File: config.mk
export PLATFORM = sky130hd
export DESIGN_NAME = cache_fill_fsm
export DESIGN_NICKNAME = d
export VERILOG_FILES = /design/src/rtl/cache_fill_fsm.sv
export SDC_FILE = /design/constraint.sdc
export NUM_CORES = 1
export LEC_CHECK = 0
export BUFFER_PORTS_ARGS = -buffer_cell sky130_fd_sc_hd__buf_4
export CAP_MARGIN = 10
export CORE_MARGIN = 2
export CORE_UTILIZATION = 44
export DETAILED_ROUTE_END_ITERATION = 7
export PLACE_DENSITY = 0.86
export SLEW_MARGIN = 20
export SYNTH_ARGS = -nofsm -noshare
export SYNTH_HDL_FRONTEND = slang
export SYNTH_SLANG_ARGS = --single-unit
File: constraint.sdc
create_clock -name clk -period 2.5 [get_ports clk]
set_input_delay 0.75 -clock clk [delete_from_list [all_inputs] [get_ports clk]]
set_output_delay 0.75 -clock clk [all_outputs]
set_load 0.005 [all_outputs]
File: src/rtl/cache_fill_fsm.sv
// cache_fill_fsm: L1 miss-fill controller. Freezes the pipeline on a miss,
// streams one block in from multi-cycle memory as pipelined word reads,
// writes each returned word into the data array, then writes the tag.
// Optional build macro: CACHE_CRITICAL_WORD_FIRST_EN (issue and write the
// missing word first, wrapping around the block).
module cache_fill_fsm #(
  parameter int unsigned ADDR_W          = 16,
  parameter int unsigned WORDS_PER_BLOCK = 8
) (
  input  logic              clk,
  input  logic              rst_n,
  input  logic              miss_detected,
  input  logic [ADDR_W-1:0] miss_address,
  input  logic              memory_data_valid,
  input  logic [15:0]       memory_data,
  output logic              mem_read_en,
  output logic [ADDR_W-1:0] memory_address,
  output logic              write_data_array,
  output logic [ADDR_W-1:0] data_array_addr,
  output logic [15:0]       data_array_wdata,
  output logic              write_tag_array,
  output logic              fsm_busy,
  output logic              cache_stall_n
);

  localparam int unsigned IDX_W = $clog2(WORDS_PER_BLOCK);
  localparam int unsigned CNT_W = IDX_W + 1;
  // byte offset bits inside a block of 16-bit words
  localparam int unsigned OFF_W = IDX_W + 1;

  typedef enum logic {
    IDLE = 1'b0,
    FILL = 1'b1
  } state_t;

  state_t             state_q, state_nxt;
  logic [ADDR_W-1:0]  base_q, base_nxt;
  logic [CNT_W-1:0]   issue_cnt_q, issue_cnt_nxt;
  logic [CNT_W-1:0]   recv_cnt_q, recv_cnt_nxt;
  logic [IDX_W-1:0]   issue_idx, recv_idx;
  logic               issue_pending;
  logic               recv_last;
  logic               miss_lo_unused;

  // Low address bits only select the word inside the block; in the linear
  // build they carry no information the controller needs.
  assign miss_lo_unused = ^miss_address[OFF_W-1:0];

`ifdef CACHE_CRITICAL_WORD_FIRST_EN
  logic [IDX_W-1:0]   start_q, start_nxt;

  // Word order rotates so the missing word is first; wraps within the block.
  assign issue_idx = start_q + issue_cnt_q[IDX_W-1:0];
  assign recv_idx  = start_q + recv_cnt_q[IDX_W-1:0];

  // Critical-word start index, latched with the block base at miss time.
  always_ff @(posedge clk) begin
    if (!rst_n) begin
      start_q <= '0;
    end else begin
      start_q <= start_nxt;
    end
  end

  // Start index follows the missing word on a new miss, otherwise holds.
  always_comb begin
    start_nxt = start_q;
    if (state_q == IDLE && miss_detected) begin
      start_nxt = miss_address[OFF_W-1:1];
    end
  end
`else
  // Linear order from the start of the block.
  assign issue_idx = issue_cnt_q[IDX_W-1:0];
  assign recv_idx  = recv_cnt_q[IDX_W-1:0];
`endif

  assign issue_pending = (issue_cnt_q < CNT_W'(WORDS_PER_BLOCK));
  assign recv_last     = (recv_cnt_q == CNT_W'(WORDS_PER_BLOCK - 1));

  // Block base plus word offset; base is aligned so this never leaves the block.
  function automatic logic [ADDR_W-1:0] word_addr(
    input logic [ADDR_W-1:0] base,
    input logic [IDX_W-1:0]  idx
  );
    return base + ADDR_W'({idx, 1'b0});
  endfunction

  // State and fill bookkeeping registers.
  always_ff @(posedge clk) begin
    if (!rst_n) begin
      state_q     <= IDLE;
      base_q      <= '0;
      issue_cnt_q <= '0;
      recv_cnt_q  <= '0;
    end else begin
      state_q     <= state_nxt;
      base_q      <= base_nxt;
      issue_cnt_q <= issue_cnt_nxt;
      recv_cnt_q  <= recv_cnt_nxt;
    end
  end

  // Next-state, memory issue and array write strobes.
  always_comb begin
    state_nxt        = state_q;
    base_nxt         = base_q;
    issue_cnt_nxt    = issue_cnt_q;
    recv_cnt_nxt     = recv_cnt_q;
    mem_read_en      = 1'b0;
    memory_address   = '0;
    write_data_array = 1'b0;
    data_array_addr  = '0;
    data_array_wdata = '0;
    write_tag_array  = 1'b0;
    fsm_busy         = 1'b0;

    case (state_q)
      IDLE: begin
        // returning data is meaningless here and is dropped
        if (miss_detected) begin
          base_nxt      = {miss_address[ADDR_W-1:OFF_W], OFF_W'(0)};
          issue_cnt_nxt = '0;
          recv_cnt_nxt  = '0;
          state_nxt     = FILL;
        end
      end

      FILL: begin
        fsm_busy = 1'b1;
        // issue side: one read per cycle until the whole block is requested
        if (issue_pending) begin
          mem_read_en    = 1'b1;
          memory_address = word_addr(base_q, issue_idx);
          issue_cnt_nxt  = issue_cnt_q + CNT_W'(1);
        end
        // receive side: independent of issue, tolerates gaps in valid
        if (memory_data_valid) begin
          write_data_array = 1'b1;
          data_array_addr  = word_addr(base_q, recv_idx);
          data_array_wdata = memory_data;
          recv_cnt_nxt     = recv_cnt_q + CNT_W'(1);
          if (recv_last) begin
            write_tag_array = 1'b1;
            state_nxt       = IDLE;
          end
        end
      end

      default: begin
        state_nxt = IDLE;
      end
    endcase
  end

  // Pipeline write enable; low on the miss cycle itself and for the whole fill.
  assign cache_stall_n = ~(fsm_busy | miss_detected);

endmodule

==> Flow_metrics.wiki <==
{| class="wikitable"
! Metric !! Value
|-
| Result of the run || completed
|-
| Sequential share of the synthesized area || approximately a third
|-
| Total Routing Usage GR || between 10% and 20%
|-
| Max incr delay on CP || approximately 0.22 ns
|-
| Nets@finish || 271
|-
| Max clock buf depth || 2
|-
| Vias after detailed routing || roughly 1,300
|-
| Maximum clock frequency || 0.4470 GHz
|-
| Met2 wire length || approximately 1.7 mm
|-
| Met1 wire length || approximately 1.4 mm
|-
| Area growth from synthesis to layout || 50.10%
|-
| Capture instance of the worst register-to-register path || issue_cnt_q[1]$_SDFFE_PN0P_
|-
| Path class of the lowest-slack min-delay path || flop to flop
|-
| Fraction of registers with async set/reset || 0%
|-
| Routability cong. || roughly 0.76
|-
| First-pass GRT wire length || 5.126 mm
|-
| Setup slack of the worst register-to-register path || 0.93 ns
|-
| Root cell of the clock tree || sky130_fd_sc_hd__clkbuf_4
|-
| Highest layer used for signal routing || met4
|-
| Worst Reg2Reg Path Length in Cells || 5
|-
| Max rail drop VDD || roughly 0.00042 V
|-
| CTS tree || yes
|-
| Detail Route Antenna Nets || 0
|-
| Cells resized by post-CTS repair || 0
|-
| Filler instances || roughly 260
|-
| Number of pins with negative max-slew slack in the final report || 0
|-
| Most frequent cell on the critical path || sky130_fd_sc_hd__buf_4
|-
| Number of iterations in the first detailed-routing pass || 4
|-
| Vias in the first global route || roughly 1,200
|-
| Detail Route met3 WL || roughly 120 um
|-
| Final wirelength || around 3.2 mm
|-
| Pwr per Cell Area || 363.8 nW/um^2
|-
| Minimum clock period || around 2.2 ns
|-
| Data required time at the worst endpoint || ~1.8 ns
|-
| Worst reg2reg startpoint || state_q$_SDFF_PN0_
|-
| Initial standard-cell utilization of the core || a little under half
|-
| Wire length per cell || 12.00 um
|-
| Iteration-0 DRC Markers || 17
|-
| Crit start category || primary input
|-
| CTS HTree Levels || 1
|-
| Number of placed I/O pins || 89
|-
| Cell count along the critical path || 4
|-
| Cell-by-cell listing of the critical path || buf_4 -> nand3_1 -> nor3b_2 -> buf_4
|-
| Antenna violations before repair || 0
|-
| Max FO, Critical Path || 26
|-
| CP Launch Point || memory_data_valid
|-
| Kind of end point of the critical path || output pin
|-
| Arrival time reported for the critical path endpoint || ~1.5 ns
|-
| Sequential Area || between 400 and 500 um^2
|-
| Worst-path clk slew || roughly 0.11 ns
|-
| Post-synthesis instance area || about 1200 um^2
|-
| Placed inst area || 1841 um^2
|-
| CP Class || primary input to output pin
|-
| Core box area || around 2700 um^2
|-
| Number of buffer cells added on primary ports || between 80 and 90
|-
| Setup TNS Final || 0 ns
|-
| Top flip-flop cell by instance count after synthesis || sky130_fd_sc_hd__dfxtp_1
|-
| Number of warnings issued by yosys || 0
|-
| Count of mapped cells out of synthesis || 155
|-
| Remaining DRCs || 0
|-
| Final hold violation count || 0
|-
| Number of distinct library cell variants in the gate-level netlist after synthesis || 31
|-
| Endpoints failing setup || 0
|-
| Ratio of final minimum period to clock period || 89.48%
|-
| DP Wirelength || 2.435 mm
|-
| Fraction of final layout cells with drive strength greater than 1 || between 40 and 50%
|-
| Remaining Overflow, GRT || 0
|-
| Post-synth EDFFs || 0
|-
| Cell at the slowest stage of the critical path || sky130_fd_sc_hd__nor3b_2
|-
| Leakage power summed over all cells || approximately 1.0 nW
|-
| Standard-cell rows || 19
|-
| Clock net sink count || 21
|-
| Buf/Inv on CP || 2
|-
| Number of storage elements in the synthesis netlist || 21
|-
| Critical path endpoint || write_tag_array
|-
| Cell type contributing the most total cell area after synthesis || sky130_fd_sc_hd__dfxtp_1
|-
| Post-route cell area || about 1900 um^2
|-
| Buffers inserted during post-CTS setup optimization || 0
|-
| Crit-path leading delay family || simple AND/OR/NAND/NOR gates
|-
| Total CTS buffers || 3
|-
| Setup repair after global routing missed its margin || no
|-
| Max Cap Violations || 0
|-
| Worst Clk Skew || 0.004441 ns
|-
| Clock latency of the later-clocked register in the worst-skew pair || between 0.2 and 0.3 ns
|-
| Die outline width || between 50 and 60 um
|-
| Die Footprint || between 3000 and 4000 um^2
|-
| Total area of multi-input combinational cells || between 700 and 800 um^2
|-
| Mean Syn Cell Area || about 8 um^2
|-
| Area share of the leading cell type in the synthesized netlist || about a third
|-
| Largest net degree at the start of global routing || 27
|-
| Ant diodes || 0
|-
| Leading cell types by total area after synthesis || sky130_fd_sc_hd__dfxtp_1, sky130_fd_sc_hd__and3_1, sky130_fd_sc_hd__nand2_1, sky130_fd_sc_hd__and2_1, sky130_fd_sc_hd__a21boi_1
|-
| Vias per std cell || about 4.8
|-
| Cts-stage hold buffer count || 0
|-
| Height of the die || 57.17 um
|}
## per-stage QoR
stage | utilization [%] | setup WS [ns] | power, W | std cells | hold WS [ns]
2_1_floorplan | - | 0.6320 | 0.0004490 | 156 | 0.4389
3_3_place_gp | 67.91 | 0.2726 | 0.0005254 | 259 | 0.4467
3_5_place_dp | 67.91 | 0.2719 | 0.0005287 | 259 | 0.4532
4_1_cts | 68.88 | 0.2714 | 0.0006900 | 263 | 0.4703
5_1_grt | 68.88 | 0.1858 | 0.0007201 | 263 | 0.4940
6_report | 68.88 | 0.2631 | 0.0006792 | 263 | 0.4689
## synth_stat cells (2+ instances only)
master	number
sky130_fd_sc_hd__a21boi_1	11
sky130_fd_sc_hd__dfxtp_1	21
sky130_fd_sc_hd__xor2_1	2
sky130_fd_sc_hd__nand2_1	29
sky130_fd_sc_hd__clkbuf_1	7
sky130_fd_sc_hd__and2_1	15
sky130_fd_sc_hd__nand3_1	3
sky130_fd_sc_hd__buf_6	2
sky130_fd_sc_hd__nor2_1	5
sky130_fd_sc_hd__ha_1	2
sky130_fd_sc_hd__nand3b_1	2
sky130_fd_sc_hd__and3_1	31
sky130_fd_sc_hd__a21boi_0	4
sky130_fd_sc_hd__buf_4	4
## power breakdown
part | total (W) | switching (W) | internal, W | leakage [nW]
Clock | 0.000160 | 0.0000979 | 0.0000620 | 0.0150
Combinational | 0.000159 | 0.0000675 | 0.0000910 | 0.847
Sequential | 0.000361 | 0.0000113 | 0.000350 | 0.172
Total | 0.000679 | 0.000177 | 0.000503 | 1.03
## state kept, by name (all words and copies together) (netlist names)
signal	count
base_q	12
issue_cnt_q	4
state_q	1
recv_cnt_q	4
## worst min path at each step
stage | from | endpoint | slack (ns) | cells after the start
floorplan | issue_cnt_q[3]$_SDFFE_PN0P_ | issue_cnt_q[3]$_SDFFE_PN0P_ | 0.44 | 2
global placement | base_q[6]$_SDFFE_PN0P_ | base_q[6]$_SDFFE_PN0P_ | 0.45 | 2
detailed placement | base_q[5]$_SDFFE_PN0P_ | base_q[5]$_SDFFE_PN0P_ | 0.45 | 2
CTS | base_q[5]$_SDFFE_PN0P_ | base_q[5]$_SDFFE_PN0P_ | 0.47 | 2
global route | base_q[13]$_SDFFE_PN0P_ | base_q[13]$_SDFFE_PN0P_ | 0.49 | 2
finish | base_q[5]$_SDFFE_PN0P_ | base_q[5]$_SDFFE_PN0P_ | 0.47 | 2
## worst min-delay path, delay by kind of cell, from the launching register on
kind	cells	cell delay (ns)
flops	1	0.33
simple gates	1	0.05
compound gates	1	0.05
## cells by family after synthesis
kind of cell	after synthesis	synth area share (%)
other	1	0.3015
AND/OR/NAND/NOR	94	42.46
flip-flops	21	33.80
multiplexers	1	0.8049
XOR/XNOR	3	2.113
buffers and inverters	17	8.853
adder cells (fa/ha/maj)	2	2.012
AO/OA/AOI/OAI	16	9.658
## layer usage
layer | vias to the layer above | GRT usage [%]
met2 | 26 | 34.48
met3 | 2 | 2.494
met4 | 0 | 4.983
li1 | 661 | -
met5 | - | 0
met1 | 566 | 24.40
## area by class of cell
class | instances | area share, %
clock buffer | 4 | 1.408
inverter | 1 | 0.2011
multi-input combinational | 118 | 38.40
sequential | 21 | 22.52
tap | 31 | 2.078
timing repair buffer | 88 | 35.39
## cell usage in the layout (no fill, tap or decap), drive strengths merged
cell type,netlist,routed
dfxtp,21,21
nand4,1,1
o21a,1,1
nor2b,2,2
and2,15,15
a21boi,15,15
mux2i,1,1
xor2,2,2
nand2b,1,1
inv,1,1
nor3b,2,2
buf,8,88
nand3b,2,2
nand2,29,29
and3,32,32
clkbuf,8,4
xnor2,1,1
nand3,4,4
or2b,1,1
nor2,5,5
conb,1,2
ha,2,2
No activity file was read; power rests on OpenSTA's default activity.
